## config.mk

```make
export PLATFORM = sky130hd
export DESIGN_NAME = rx_multiblock_decoder
export DESIGN_NICKNAME = d
export VERILOG_FILES = /design/src/rtl/rx_pcs_pkg.sv /design/src/rtl/rx_block_classifier.sv /design/src/rtl/rx_multiblock_decoder.sv
export SDC_FILE = /design/constraint.sdc
export NUM_CORES = 1
export LEC_CHECK = 0
export ABC_AREA = 1
export CORE_UTILIZATION = 53
export DETAILED_ROUTE_END_ITERATION = 10
export PLACE_DENSITY = 0.93
export SLEW_MARGIN = 20
export SYNTH_ARGS = -nofsm -noshare
export SYNTH_HDL_FRONTEND = slang
export SYNTH_SLANG_ARGS = --single-unit
```

## constraint.sdc

```tcl
create_clock -name i_clock -period 5.85 [get_ports i_clock]
set_input_delay 0.8775 -clock i_clock [delete_from_list [all_inputs] [get_ports i_clock]]
set_output_delay 0.8775 -clock i_clock [all_outputs]
set_load 0.005 [all_outputs]
```

## src/rtl/rx_pcs_pkg.sv

```systemverilog
// Shared constants for the 64b/66b receive path: CGMII and PCS characters,
// block-type codes, R_TYPE encoding, receive FSM states and the fixed
// EBLOCK_R / LBLOCK_R substitution patterns.
package rx_pcs_pkg;

  localparam int BLK_W = 66;
  localparam int PAY_W = 64;
  localparam int CTL_W = 8;

  localparam logic [1:0] SH_DATA = 2'b01;
  localparam logic [1:0] SH_CTRL = 2'b10;

  // CGMII characters
  localparam logic [7:0] CG_IDLE  = 8'h07;
  localparam logic [7:0] CG_ERROR = 8'hFE;
  localparam logic [7:0] CG_START = 8'hFB;
  localparam logic [7:0] CG_TERM  = 8'hFD;
  localparam logic [7:0] CG_SEQ   = 8'h9C;
  localparam logic [7:0] CG_FSIG  = 8'h5C;

  // 7-bit PCS control characters
  localparam logic [6:0] PCS_IDLE  = 7'h00;
  localparam logic [6:0] PCS_ERROR = 7'h1E;

  // Block-type field values
  localparam logic [7:0] BT_C  = 8'h1E;
  localparam logic [7:0] BT_O  = 8'h4B;
  localparam logic [7:0] BT_S  = 8'h78;
  localparam logic [7:0] BT_T0 = 8'h87;
  localparam logic [7:0] BT_T1 = 8'h99;
  localparam logic [7:0] BT_T2 = 8'hAA;
  localparam logic [7:0] BT_T3 = 8'hB4;
  localparam logic [7:0] BT_T4 = 8'hCC;
  localparam logic [7:0] BT_T5 = 8'hD2;
  localparam logic [7:0] BT_T6 = 8'hE1;
  localparam logic [7:0] BT_T7 = 8'hFF;

  // Ordered-set O codes
  localparam logic [3:0] O_SEQ = 4'h0;
  localparam logic [3:0] O_SIG = 4'hF;

  // R_TYPE one-hot {D,S,C,T}; all-zero means E
  localparam logic [3:0] RT_D = 4'b1000;
  localparam logic [3:0] RT_S = 4'b0100;
  localparam logic [3:0] RT_C = 4'b0010;
  localparam logic [3:0] RT_T = 4'b0001;
  localparam logic [3:0] RT_E = 4'b0000;

  typedef enum logic [2:0] {
    RX_INIT = 3'd0,
    RX_C    = 3'd1,
    RX_D    = 3'd2,
    RX_T    = 3'd3,
    RX_E    = 3'd4
  } rx_state_t;

  localparam logic [PAY_W-1:0] EBLOCK_DATA = {8{CG_ERROR}};
  localparam logic [CTL_W-1:0] EBLOCK_CTRL = 8'hFF;
  localparam logic [PAY_W-1:0] LBLOCK_DATA = 64'h9C00_0001_0000_0000;
  localparam logic [CTL_W-1:0] LBLOCK_CTRL = 8'h80;

  // Tk block: bytes k..7 are control on CGMII (T0 -> FF, T3 -> 1F, T7 -> 01)
  function automatic logic [CTL_W-1:0] term_ctrl(input logic [2:0] k);
    return 8'hFF >> k;
  endfunction

  // Only /I/ and /E/ reach this mapping; everything else was classified as E
  function automatic logic [7:0] pcs_to_cgmii(input logic [6:0] c);
    return (c == PCS_IDLE) ? CG_IDLE : CG_ERROR;
  endfunction

endpackage

```

## src/rtl/rx_block_classifier.sv

```systemverilog
// Combinational classification of one 66b block into R_TYPE plus its raw
// CGMII translation. Invalid blocks report R_TYPE E with EBLOCK_R contents.
module rx_block_classifier
  import rx_pcs_pkg::*;
(
  input  logic [BLK_W-1:0] coded,
  output logic [3:0]       r_type,
  output logic [PAY_W-1:0] data,
  output logic [CTL_W-1:0] ctrl
);

  logic [1:0]       sh;
  logic [PAY_W-1:0] pl;
  logic [7:0]       btype;
  logic [PAY_W-1:0] pl_shift;
  logic [3:0]       ocode;
  logic             term_hit;
  logic [2:0]       term_pos;
  logic [7:0]       char_ok;
  logic             term_ok;

  assign sh       = coded[BLK_W-1 -: 2];
  assign pl       = coded[PAY_W-1:0];
  assign btype    = pl[63:56];
  assign pl_shift = {pl[55:0], 8'h00};
  assign ocode    = pl[31:28];

  // Terminate position from the block type
  always_comb begin
    term_hit = 1'b1;
    term_pos = 3'd0;
    case (btype)
      BT_T0:   term_pos = 3'd0;
      BT_T1:   term_pos = 3'd1;
      BT_T2:   term_pos = 3'd2;
      BT_T3:   term_pos = 3'd3;
      BT_T4:   term_pos = 3'd4;
      BT_T5:   term_pos = 3'd5;
      BT_T6:   term_pos = 3'd6;
      BT_T7:   term_pos = 3'd7;
      default: term_hit = 1'b0;
    endcase
  end

  // Per byte position: the 7-bit char packed right-aligned for that byte is /I/ or /E/
  always_comb begin
    char_ok = '0;
    for (int b = 0; b < 8; b++) begin
      char_ok[b] = (pl[7*(7-b) +: 7] == PCS_IDLE) || (pl[7*(7-b) +: 7] == PCS_ERROR);
    end
  end

  // Classification and CGMII translation
  always_comb begin
    r_type  = RT_E;
    data    = EBLOCK_DATA;
    ctrl    = EBLOCK_CTRL;
    term_ok = 1'b1;
    for (int b = 0; b < 8; b++) begin
      if (b > int'(term_pos) && !char_ok[b]) term_ok = 1'b0;
    end
    if (sh == SH_DATA) begin
      r_type = RT_D;
      data   = pl;
      ctrl   = '0;
    end else if (sh == SH_CTRL) begin
      if (btype == BT_S) begin
        r_type = RT_S;
        data   = {CG_START, pl[55:0]};
        ctrl   = 8'h80;
      end else if (btype == BT_C) begin
        if (&char_ok) begin
          r_type = RT_C;
          ctrl   = 8'hFF;
          for (int b = 0; b < 8; b++) data[8*(7-b) +: 8] = pcs_to_cgmii(pl[7*(7-b) +: 7]);
        end
      end else if (btype == BT_O) begin
        // O code sits just below D3; the 28 bits after it must be zero
        if ((ocode == O_SEQ || ocode == O_SIG) && pl[27:0] == 28'h0) begin
          r_type = RT_C;
          data   = {(ocode == O_SEQ) ? CG_SEQ : CG_FSIG, pl[55:32], 32'h0};
          ctrl   = 8'h80;
        end
      end else if (term_hit && term_ok) begin
        r_type = RT_T;
        ctrl   = term_ctrl(term_pos);
        for (int b = 0; b < 8; b++) begin
          if (b < int'(term_pos))       data[8*(7-b) +: 8] = pl_shift[8*(7-b) +: 8];
          else if (b == int'(term_pos)) data[8*(7-b) +: 8] = CG_TERM;
          else                          data[8*(7-b) +: 8] = pcs_to_cgmii(pl[7*(7-b) +: 7]);
        end
      end
    end
  end

endmodule

```

## src/rtl/rx_multiblock_decoder.sv

```systemverilog
// Multi-block 64b/66b receive decoder with the chained receive state machine.
// A word is decoded once the following word arrives so that the last block
// can look ahead at block 0 of the next word.
module rx_multiblock_decoder
  import rx_pcs_pkg::*;
#(
  parameter int NB_BLOCKS       = 2,
  parameter int LEN_CODED_BLOCK = 66,
  parameter int LEN_RX_DATA     = 64,
  parameter int LEN_RX_CTRL     = 8,
  parameter int NB_ERR_CNT      = 16
) (
  input  logic                                 i_clock,
  input  logic                                 i_reset,
  input  logic                                 i_enable,
  input  logic                                 i_valid,
  input  logic                                 i_block_lock,
  input  logic                                 i_hi_ber,
  input  logic                                 i_clear_err,
  input  logic [NB_BLOCKS*LEN_CODED_BLOCK-1:0] i_rx_coded,
  output logic [NB_BLOCKS*LEN_RX_DATA-1:0]     o_rx_data,
  output logic [NB_BLOCKS*LEN_RX_CTRL-1:0]     o_rx_ctrl,
  output logic [NB_BLOCKS*4-1:0]               o_r_type,
  output logic                                 o_valid,
  output logic [NB_ERR_CNT-1:0]                o_err_count
);

  localparam int W_CODED = NB_BLOCKS*LEN_CODED_BLOCK;

  logic                                  accept;
  logic                                  decode;
  logic [W_CODED-1:0]                    hold_coded_p0;
  logic                                  hold_lock_p0;
  logic                                  hold_hiber_p0;
  logic                                  hold_vld_p0;
  logic                                  link_down;
  rx_state_t                             state_q;
  rx_state_t                             blk_state [NB_BLOCKS];
  logic [NB_BLOCKS-1:0][3:0]             cls_type;
  logic [NB_BLOCKS-1:0][3:0]             nxt_type;
  logic [NB_BLOCKS-1:0][LEN_RX_DATA-1:0] cls_data;
  logic [NB_BLOCKS-1:0][LEN_RX_CTRL-1:0] cls_ctrl;
  logic [3:0]                            la_type;
  logic [LEN_RX_DATA-1:0]                la_data_unused;
  logic [LEN_RX_CTRL-1:0]                la_ctrl_unused;
  logic [NB_BLOCKS*LEN_RX_DATA-1:0]      dec_data;
  logic [NB_BLOCKS*LEN_RX_CTRL-1:0]      dec_ctrl;
  logic [NB_BLOCKS*4-1:0]                dec_type;
  logic [NB_ERR_CNT-1:0]                 err_inc;
  logic [NB_BLOCKS*LEN_RX_DATA-1:0]      data_p1;
  logic [NB_BLOCKS*LEN_RX_CTRL-1:0]      ctrl_p1;
  logic [NB_BLOCKS*4-1:0]                type_p1;
  logic                                  vld_p1;
  logic [NB_ERR_CNT-1:0]                 err_p1;

  assign accept    = i_enable & i_valid;
  assign decode    = accept & hold_vld_p0;
  assign link_down = !hold_lock_p0 || hold_hiber_p0;

  function automatic logic [NB_ERR_CNT-1:0] sat_add(input logic [NB_ERR_CNT-1:0] a,
                                                    input logic [NB_ERR_CNT-1:0] b);
    logic [NB_ERR_CNT:0] sum;
    sum = {1'b0, a} + {1'b0, b};
    return sum[NB_ERR_CNT] ? '1 : sum[NB_ERR_CNT-1:0];
  endfunction

  function automatic rx_state_t next_state(input rx_state_t cur, input logic [3:0] cls,
                                           input logic [3:0] nxt);
    logic t_ok;
    t_ok = (cls == RT_T) && (nxt == RT_S || nxt == RT_C);
    next_state = RX_E;
    case (cur)
      RX_INIT, RX_C, RX_T: begin
        if (cls == RT_C)      next_state = RX_C;
        else if (cls == RT_S) next_state = RX_D;
      end
      RX_D: begin
        if (cls == RT_D) next_state = RX_D;
        else if (t_ok)   next_state = RX_T;
      end
      RX_E: begin
        if (cls == RT_C)      next_state = RX_C;
        else if (cls == RT_D) next_state = RX_D;
        else if (t_ok)        next_state = RX_T;
      end
      default: next_state = RX_INIT;
    endcase
  endfunction

  // ---- stage p0: hold register ----
  // Hold register data: the last accepted word with its lock/hi_ber status
  always_ff @(posedge i_clock) begin
    if (accept) begin
      hold_coded_p0 <= i_rx_coded;
      hold_lock_p0  <= i_block_lock;
      hold_hiber_p0 <= i_hi_ber;
    end
  end

  // Hold-valid flag: reset discards a held word so no partial output follows
  always_ff @(posedge i_clock) begin
    if (!i_reset)    hold_vld_p0 <= 1'b0;
    else if (accept) hold_vld_p0 <= 1'b1;
  end

  for (genvar j = 0; j < NB_BLOCKS; j++) begin : g_blk
    rx_block_classifier u_cls (
      .coded  (hold_coded_p0[(NB_BLOCKS-1-j)*LEN_CODED_BLOCK +: LEN_CODED_BLOCK]),
      .r_type (cls_type[j]),
      .data   (cls_data[j]),
      .ctrl   (cls_ctrl[j])
    );
    if (j < NB_BLOCKS-1) begin : g_inner
      assign nxt_type[j] = cls_type[j+1];
    end else begin : g_last
      assign nxt_type[j] = la_type;
    end
  end

  rx_block_classifier u_cls_la (
    .coded  (i_rx_coded[W_CODED-1 -: LEN_CODED_BLOCK]),
    .r_type (la_type),
    .data   (la_data_unused),
    .ctrl   (la_ctrl_unused)
  );

  // FSM state register: carries the last block's state into the next word
  always_ff @(posedge i_clock) begin
    if (!i_reset)    state_q <= RX_INIT;
    else if (decode) state_q <= blk_state[NB_BLOCKS-1];
  end

  // FSM next-state chain: each block's destination seeds the following block
  always_comb begin
    rx_state_t st;
    st = state_q;
    for (int j = 0; j < NB_BLOCKS; j++) begin
      if (link_down) st = RX_INIT;
      else           st = next_state(st, cls_type[j], nxt_type[j]);
      blk_state[j] = st;
    end
  end

  // FSM outputs: per-block data/ctrl chosen by destination state, error tally
  always_comb begin
    dec_data = '0;
    dec_ctrl = '0;
    dec_type = '0;
    err_inc  = '0;
    for (int j = 0; j < NB_BLOCKS; j++) begin
      dec_type[(NB_BLOCKS-1-j)*4 +: 4] = cls_type[j];
      if (link_down) begin
        dec_data[(NB_BLOCKS-1-j)*LEN_RX_DATA +: LEN_RX_DATA] = LBLOCK_DATA;
        dec_ctrl[(NB_BLOCKS-1-j)*LEN_RX_CTRL +: LEN_RX_CTRL] = LBLOCK_CTRL;
      end else if (blk_state[j] == RX_E) begin
        dec_data[(NB_BLOCKS-1-j)*LEN_RX_DATA +: LEN_RX_DATA] = EBLOCK_DATA;
        dec_ctrl[(NB_BLOCKS-1-j)*LEN_RX_CTRL +: LEN_RX_CTRL] = EBLOCK_CTRL;
        err_inc = err_inc + NB_ERR_CNT'(1);
      end else begin
        dec_data[(NB_BLOCKS-1-j)*LEN_RX_DATA +: LEN_RX_DATA] = cls_data[j];
        dec_ctrl[(NB_BLOCKS-1-j)*LEN_RX_CTRL +: LEN_RX_CTRL] = cls_ctrl[j];
      end
    end
  end

  // ---- stage p1: output registers ----
  // Decoded word registers: load per decode, reset to the link-down pattern
  always_ff @(posedge i_clock) begin
    if (!i_reset) begin
      data_p1 <= {NB_BLOCKS{LBLOCK_DATA}};
      ctrl_p1 <= {NB_BLOCKS{LBLOCK_CTRL}};
      type_p1 <= '0;
    end else if (decode) begin
      data_p1 <= dec_data;
      ctrl_p1 <= dec_ctrl;
      type_p1 <= dec_type;
    end
  end

  // Output valid: one pulse per decoded word, frozen while disabled
  always_ff @(posedge i_clock) begin
    if (!i_reset)      vld_p1 <= 1'b0;
    else if (i_enable) vld_p1 <= decode;
  end

  // Saturating error-block counter; clear wins over increment
  always_ff @(posedge i_clock) begin
    if (!i_reset) begin
      err_p1 <= '0;
    end else if (i_enable) begin
      if (i_clear_err)  err_p1 <= '0;
      else if (decode)  err_p1 <= sat_add(err_p1, err_inc);
    end
  end

  assign o_rx_data   = data_p1;
  assign o_rx_ctrl   = ctrl_p1;
  assign o_r_type    = type_p1;
  assign o_valid     = vld_p1;
  assign o_err_count = err_p1;

endmodule

```

==> results, run 1 <==
- The run finished with clean final reports.
- The critical path is of the flip-flop to flip-flop type.
- The mean cell area of the mapped netlist is 7.259 um^2.
- For the worst flop-to-flop path, the logic depth is 37.
- The time the final worst path needs with I/O delays and setup is 5.498 ns.
- The most frequent cell on the critical path is sky130_fd_sc_hd__nand2_1.
- In the global route stage, overall resource usage came out at 34.72%.
- The setup check on the worst reg-to-reg path leaves a slack of 0.35 ns.
- Data on the critical path is required at its endpoint by 6.35 ns.
- The worst hold path passes through 2 cells.
- The largest fanout of any net on the critical path is 5.
- The count of final setup violators is 0.
- Entering global routing, the biggest net connects 107 pins.
- In this run the cell area of the synthesized design comes to 0.01638 mm^2.
- During synthesis, Yosys emitted a total of 0 warnings.
- After clock tree synthesis, the flow added hold-fix buffers numbering 0.
- The area growth from synthesis to layout is 27.55%.
- The die is 177.8 um wide.
- In this run the number of H-tree levels came out at 1.
- The count of buffers added on input and output ports is 307.
- STA classifies the critical path startpoint as a flip-flop.
- For this block, the routed nets add up to 56100 um of wire.
- The clock latency reported for the late side of the worst-skew pair is 0.58 ns.
- The starting density of the core is 53.70%.
- On the worst path, the slowest cell contributes a delay of 0.46 ns.
- For the final database, setup skew stands at 0.009767 ns.
- In the final routed layout, each cell accounts on average for 18.96 um.
- The global placement routability congestion is 0.9992.
- In the routed design, unresolved DRC markers number 0.
- Across the VDD grid, the largest voltage drop is 0.0002326 V.
- The ratio of total power to cell area is 237.3 mW/mm^2.
- The synthesized design devotes to its leading area cell type 24.56% of total area.
- The die covers 0.03162 mm^2.
- In the finished design, the share of the clock period the worst path needs comes to 93.98%.
- The number of CTS-inserted buffers is 31.
- The core region is 0.03051 mm^2.
- The worst setup path is captured at a flip-flop.
- The final-report hold violation count is 0.
- Counting flops and latches in the post-synthesis netlist gives 307.
- In this run the vertical extent of the chip is 177.8 um.
- The tool flagged a number of max-cap violations equal to 0.
- The destination of the worst hold path is o_rx_data[44].
- In this run, distinct cell masters in the synthesized netlist total 55.
- Overall power consumption after layout is estimated at 4.958 mW.
- For this run, the post-layout net count is 2680.
- The startpoint identified for the worst hold timing path is o_rx_data[44].
- In this run the static leakage power is 7.983 nW.
- The first-pass iteration count of the detailed router is 8.
- The number of synthesized flops with an enable pin is 134.
- During I/O placement, the number of pins put on the boundary was 308.
- Sequential cells were found to cover 45.70% of the synthesized design area.
- The fmax is 0.1819 GHz.
- The max-slew violation count is 0.
- TritonCTS built the clock tree.
- After legalization and detailed placement, the total HPWL measured 41410 um.
- The tightest hold path in the finished design has a slack of 0.4666 ns.
- The number of antenna diodes in the final layout is 0.
- The cell sitting at the root of the clock tree is a sky130_fd_sc_hd__clkbuf_16.
- The commonest register cell after synthesis is sky130_fd_sc_hd__dfxtp_1.
- The worst slew margin relative to its limit is 20.89%.
- The worst register-to-register path begins at hold_coded_p0[29].
- The endpoint of the worst register-to-register path is o_err_count[11].
- Counting along the longest clock path gives a buffer depth of 3.
- The classification of the worst-slack hold path is flip-flop to flip-flop.
- The first global-routing pass estimated 85680 um of wire.
- Leaving out filler cells and counting taps, the final layout contains 2958.
- The detailed router finished its first iteration with 2324 violations.
- The worst endpoint data arrival time is 6.00 ns.
- The clock transition time at the flip-flop clock pins of the worst setup and hold paths is 0.07 ns.
- The total overflow left after global routing is 0.
- The number of placement rows is 64.
- In the final layout, the share of cells above drive strength 1 is 6.167%.
- The share of flip-flops with an asynchronous set or reset after synthesis is 0%.
- The cell type with the highest aggregate area in the netlist is sky130_fd_sc_hd__edfxtp_1.
- The number of nets produced by synthesis is 2400.
- The initial antenna violation count is 0.
- At the pin with the least slew margin, the transition time is 1.183 ns.
- The library cell contributing the largest single delay on the critical path is sky130_fd_sc_hd__edfxtp_1.
- Adding up every negative setup slack in the final design gives 0 ns.
- Synthesis produced a netlist whose cell count is 2257.
- The via density per instance is 5.904.
- Yosys attributes the largest share of cell area to sky130_fd_sc_hd__edfxtp_1 25%, sky130_fd_sc_hd__dfxtp_1 21%, sky130_fd_sc_hd__nand2_1 15%.
- The via count of the first global-routing pass came to 15770.
- The number of clock sinks seen by CTS is 307.
- The count of vias placed by the detailed router is 17470.
- The count of nets left with antenna violations once routing finished came out at 0.
- The count of placed standard cells including taps is 2897.
[cell type report]
class	count	area (um^2)
fill	2461	9610
multi-input combinational	1615	7597
sequential	307	7487
timing repair buffer	344	3351
clock buffer	48	973.4
inverter	238	905.9
tap	396	495.5
clock inverter	10	88.84
[what timing repair did]
action                     4_1_cts  5_1_grt
gates resized for setup          0       10
setup endpoints to repair        0       16
setup buffers                    0        3
hold endpoints to repair         0        0
[routing by layer]
layer  wire, um  global-route usage [%]
met5          0                       0
met4       1570                   9.544
met3       7543                   8.526
met2      23180                   50.00
met1      23810                   51.28
[kinds of logic after synthesis]
| group | count (synthesis) | share of synthesized area [%] |
|---|---|---|
| flops | 307 | 45.70 |
| simple gates | 1028 | 26.42 |
| fa+ha+maj | 4 | 0.3513 |
| buf+inv | 335 | 8.224 |
| xor+xnor | 7 | 0.3742 |
| compound gates | 576 | 18.93 |
[layout by cell type (no fill, tap or decap), types with 4 or more instances in the layout]
| master | n |
|---|---|
| sky130_fd_sc_hd__nand3_1 | 62 |
| sky130_fd_sc_hd__nor2_1 | 152 |
| sky130_fd_sc_hd__o22ai_1 | 23 |
| sky130_fd_sc_hd__inv_6 | 4 |
| sky130_fd_sc_hd__xor2_1 | 6 |
| sky130_fd_sc_hd__nand2_2 | 8 |
| sky130_fd_sc_hd__dfxtp_1 | 173 |
| sky130_fd_sc_hd__buf_4 | 37 |
| sky130_fd_sc_hd__clkbuf_1 | 7 |
| sky130_fd_sc_hd__o32ai_1 | 4 |
| sky130_fd_sc_hd__clkbuf_16 | 34 |
| sky130_fd_sc_hd__edfxtp_1 | 134 |
| sky130_fd_sc_hd__clkbuf_8 | 7 |
| sky130_fd_sc_hd__inv_4 | 5 |
| sky130_fd_sc_hd__nor2_4 | 7 |
| sky130_fd_sc_hd__inv_2 | 11 |
| sky130_fd_sc_hd__inv_1 | 222 |
| sky130_fd_sc_hd__nand4_1 | 30 |
| sky130_fd_sc_hd__a21oi_1 | 218 |
| sky130_fd_sc_hd__o221ai_1 | 6 |
| sky130_fd_sc_hd__nor2_2 | 12 |
| sky130_fd_sc_hd__nor4_1 | 8 |
| sky130_fd_sc_hd__nand2_1 | 673 |
| sky130_fd_sc_hd__o21ai_0 | 263 |
| sky130_fd_sc_hd__clkdlybuf4s50_1 | 307 |
| sky130_fd_sc_hd__nor3_1 | 39 |
| sky130_fd_sc_hd__clkinv_2 | 4 |
| sky130_fd_sc_hd__or2_2 | 12 |
| sky130_fd_sc_hd__a31oi_1 | 9 |
| sky130_fd_sc_hd__nand3b_1 | 6 |
| sky130_fd_sc_hd__o211ai_1 | 20 |
| sky130_fd_sc_hd__nand3_2 | 5 |
| sky130_fd_sc_hd__a22oi_1 | 15 |
[state kept, by name (all words and copies together) (netlist names)]
name	cells
hold_hiber_p0	1
hold_coded_p0	132
state_q	3
o_r_type	8
o_rx_data	128
o_rx_ctrl	16
o_valid	1
hold_lock_p0	1
o_err_count	16
hold_vld_p0	1
[how the worst max path moves through the flow]
stage                 startpoint         endpoint  cells after the start
2_1_floorplan     i_rx_coded[81]  o_err_count[10]                     30
3_3_place_gp      i_rx_coded[81]  o_err_count[11]                     31
3_5_place_dp      i_rx_coded[81]   o_err_count[0]                     31
4_1_cts        hold_coded_p0[58]   o_err_count[5]                     33
5_1_grt        hold_coded_p0[29]   o_err_count[9]                     37
6_report       hold_coded_p0[29]  o_err_count[11]                     37
[Yosys cell counts, drive strengths merged, types with 2 or more instances]
cell type	count
nand2	683
o21ai	265
inv	237
a21oi	220
dfxtp	173
nor2	171
edfxtp	134
clkbuf	80
nand3	70
nor3	41
nand4	31
o22ai	23
o211ai	20
buf	17
a22oi	15
or2	12
a31oi	9
nor4	8
nand3b	6
o221ai	6
xor2	6
o32ai	4
ha	3
o31ai	3
a211o	2
a221oi	2
and3	2
nor3b	2
o21bai	2
[critical path, delay by kind of cell (launching register included)]
family / cells / cell delay [ns]
buf+inv: 6 / 0.49
fa+ha+maj: 3 / 0.85
compound gates: 3 / 0.45
simple gates: 25 / 3.18
flops: 1 / 0.46
[per-stage QoR]
step | util (%) | cell area, um^2 | worst slack (ns)
final | 68.50 | 20900 | 0.3520
after global routing | 68.50 | 20900 | -0.03167
after CTS | 68.29 | 20840 | 0.2360
after detailed placement | 64.81 | 19770 | -0.1445
after global placement | 64.81 | 19770 | 0.1432
after floorplan | - | 16380 | 0.8113
[where the power goes]
part | leakage (nW) | total (mW) | switching [mW] | internal (mW)
logic | 4.80 | 0.494 | 0.304 | 0.190
clock network | 0.530 | 2.06 | 0.870 | 1.19
registers | 2.65 | 2.40 | 0.0762 | 2.33
Power figures use the tool's default switching activity.
==> run 2, diff against run 1 <==
--- a/config.mk
+++ b/config.mk
@@ -9,7 +9,7 @@
 export CORE_UTILIZATION = 53
 export DETAILED_ROUTE_END_ITERATION = 10
 export PLACE_DENSITY = 0.93
-export SLEW_MARGIN = 20
+export SLEW_MARGIN = 10
 export SYNTH_ARGS = -nofsm -noshare
 export SYNTH_HDL_FRONTEND = slang
 export SYNTH_SLANG_ARGS = --single-unit
==> results, run 2 (synthesis results as in run 1) <==
- Outcome: finished, final reports clean (unchanged).
- Most frequent cells in the layout: 673 x sky130_fd_sc_hd__nand2_1, 307 x sky130_fd_sc_hd__clkdlybuf4s50_1, 263 x sky130_fd_sc_hd__o21ai_0 (unchanged).
- The routed wire length is 56140 um (was 56100 um).
- The count of inserted antenna diode cells is 0 (unchanged).
- The clock latency reported for the late side of the worst-skew pair is 0.58 ns (about the same).
- The worst setup slack for register-to-register paths is 0.33 ns (was 0.35 ns).
- The worst slew margin relative to its limit is 20.46% (was 20.89%).
- The most frequent cell on the critical path is sky130_fd_sc_hd__nand2_1 (unchanged).
- The width of the die is 177.8 um (unchanged).
- The number of CTS-inserted buffers was 31 (unchanged).
- The combined area of the multi-input logic cells is 0.007597 mm^2 (unchanged).
- The critical path endpoint category is a flip-flop (unchanged).
- The fmax was 0.1810 GHz (was 0.1819 GHz).
- The ratio of total power to cell area was 237.3 mW/mm^2 (about the same).
- The sum of internal, switching and leakage power is 4.958 mW (about the same).
- The library cell contributing the largest single delay on the critical path was sky130_fd_sc_hd__edfxtp_1 (unchanged).
- The utilization of the core after routing is 68.49% (was 68.50%).
- The half-perimeter wire length of the detailed placement result is 41410 um (unchanged).
- The number of placement rows is 64 (unchanged).
- The via count of the first global-routing pass is 15770 (unchanged).
- The number of buffer and inverter stages on the critical path is 6 (unchanged).
- The cell at the root of the clock tree is sky130_fd_sc_hd__clkbuf_16 (unchanged).
- The critical path startpoint category is a flip-flop (unchanged).
- The first-pass iteration count of the detailed router was 6 (was 8).
- The routed length per instance was 18.98 um (was 18.96 um).
- The number of nets still failing antenna checks after routing is 0 (unchanged).
- The residual overflow from global routing is 0 (unchanged).
- The global placement routability congestion came to 0.9992 (unchanged).
- The cell count along the critical path is 37 (unchanged).
- The classification of the worst-slack hold path is flip-flop to flip-flop (unchanged).
- The number of buffers added to fix hold violations after cts is 0 (unchanged).
- The depth of the CTS H-tree came to 1 (unchanged).
- The number of max-cap violations is 0 (unchanged).
- The flip-flop count of the largest register, all copies and words added is 132 (unchanged).
- The slew at the pin closest to its max-slew limit came to 1.190 ns (was 1.183 ns).
- The number of buffers added on ports is 307 (unchanged).
- The capture point of the critical path is o_err_count[11] (unchanged).
- The maximum number of pins on one net before global-route repair is 107 (unchanged).
- The final-report hold violation count is 0 (unchanged).
- The worst setup path startpoint is hold_coded_p0[29] (unchanged).
- The total negative slack for setup checks is 0 ns (unchanged).
- The via density per instance came to 5.910 (was 5.904).
- The deepest clock path buffer count was 3 (unchanged).
- The global-route usage over all layers is 34.72% (unchanged).
- The largest fanout of any net on the critical path is 5 (unchanged).
- The ratio of final minimum period to clock period is 94.43% (was 93.98%).
- The start-to-end type of the worst setup path is flip-flop to flip-flop (unchanged).
- The time the final worst path needs with I/O delays and setup was 5.524 ns (was 5.498 ns).
- The number of clock sinks seen by CTS is 307 (unchanged).
- The full die area is 0.03162 mm^2 (unchanged).
- The layout filler cell count is 2463 (was 2461).
- The startpoint of the worst register-to-register path is hold_coded_p0[29] (unchanged).
- The maximum clock skew at final layout is 0.009330 ns (was 0.009767 ns).
- The starting density of the core is 53.70% (unchanged).
- The count of unresolved DRC violations after routing is 0 (unchanged).
- The share of post-route cells with drive strength above 1 is 6.167% (unchanged).
- The number of placed I/O pins is 308 (unchanged).
- The max-slew violation count is 0 (unchanged).
- The global-route wire length before repair was 85680 um (unchanged).
- The category of cells accounting for the largest share of critical-path delay is simple AND/OR/NAND/NOR gates (unchanged).
- The register with the most flip-flops is hold_coded_p0 (unchanged).
- The final layout net count is 2680 (unchanged).
- The sequential standard cell area is 0.007487 mm^2 (unchanged).
- The highest ir drop seen on vdd is 0.0002326 V (about the same).
- The initial DRC count was 2325 (was 2324).
- The endpoint of the worst register-to-register path was o_err_count[11] (unchanged).
- The most common cell after layout, fill and taps aside was sky130_fd_sc_hd__nand2_1 (unchanged).
- The largest incremental delay on the critical path is 0.46 ns (about the same).
- The count of final setup violators is 0 (unchanged).
- The leakage power of the design came to 7.983 nW (about the same).
- The clock tree from TritonCTS is done (unchanged).
- The initial antenna violation count was 0 (unchanged).
- The area inside the core boundary was 0.03051 mm^2 (unchanged).
- The required time at the endpoint of the critical path was 6.35 ns (about the same).
- The synthesis-to-layout area growth was 27.54% (was 27.55%).
- The count of vias placed by the detailed router was 17480 (was 17470).
- The clock transition time at the flip-flop clock pins of the worst setup and hold paths was 0.07 ns (about the same).
- The logic depth of the worst register-to-register path is 37 (unchanged).
- The chip height came to 177.8 um (unchanged).
- The worst endpoint data arrival time is 6.02 ns (was 6.00 ns).
-- run 2: cell counts in the layout (fill, tap and decap cells not counted) --
No cell type changed its count.
-- run 2: layout make-up --
| type | count | share of cell area (%) |
|---|---|---|
| clock buffers | 48 | 4.658 |
| clock inverters | 10 | 0.4251 |
| inverters | 238 | 4.323 |
| multi-input cells | 1615 | 36.36 |
| flip-flops and latches | 307 | 35.83 |
| well taps | 396 | 2.371 |
| repair buffers | 344 | 16.03 |
-- run 2: report_power, final --
part	switching, mW	internal, mW	leakage [nW]	total (mW)
Sequential	0.0762	2.33	2.65	2.40
Clock	0.870	1.19	0.530	2.06
Combinational	0.304	0.190	4.80	0.494
Total	1.25	3.71	7.98	4.96
-- run 2: metal layers --
metal  vias to the layer above  global-route usage [%]  routed length [um]
met5                         -                       0                   0
met4                         0                   9.544                1569
met3                       122                   8.526                7458
met2                      1154                   50.00               23170
met1                      8116                   51.28               23950
li1                       8089                       -                   -
-- run 2: repair_timing --
action,4_1_cts,5_1_grt
endpoints found under the setup margin,0,16
gates resized for setup,0,10
endpoints found under the hold margin,0,0
buffers inserted,0,3
-- run 2: worst min-delay path by stage --
stage / slack [ns] / cells after the start / endpoint / from
2_1_floorplan: 0.44 / 2 / hold_vld_p0 / hold_vld_p0
3_5_place_dp: 0.45 / 2 / o_rx_data[59] / o_rx_data[59]
3_3_place_gp: 0.45 / 2 / o_valid / o_valid
4_1_cts: 0.47 / 2 / o_rx_data[29] / o_rx_data[29]
5_1_grt: 0.48 / 2 / o_rx_data[6] / o_rx_data[6]
6_report: 0.47 / 2 / o_rx_data[44] / o_rx_data[44]
-- run 2: stage by stage --
stage | cell area, um^2 | instances | worst slack, ns | hold WS [ns]
finish | 20900 | 2958 | 0.3257 | 0.4666
global route | 20900 | 2958 | -0.03171 | 0.4768
CTS | 20840 | 2955 | 0.2360 | 0.4682
detailed placement | 19770 | 2897 | -0.1445 | 0.4529
global placement | 19770 | 2897 | 0.1432 | 0.4507
floorplan | 16380 | 2257 | 0.8113 | 0.4362
-- run 2: tightest hold or removal path, stage by stage (launching register included) --
cell and delay (ns):
sky130_fd_sc_hd__dfxtp_1 0.31, sky130_fd_sc_hd__nand2_1 0.06, sky130_fd_sc_hd__a21oi_1 0.06
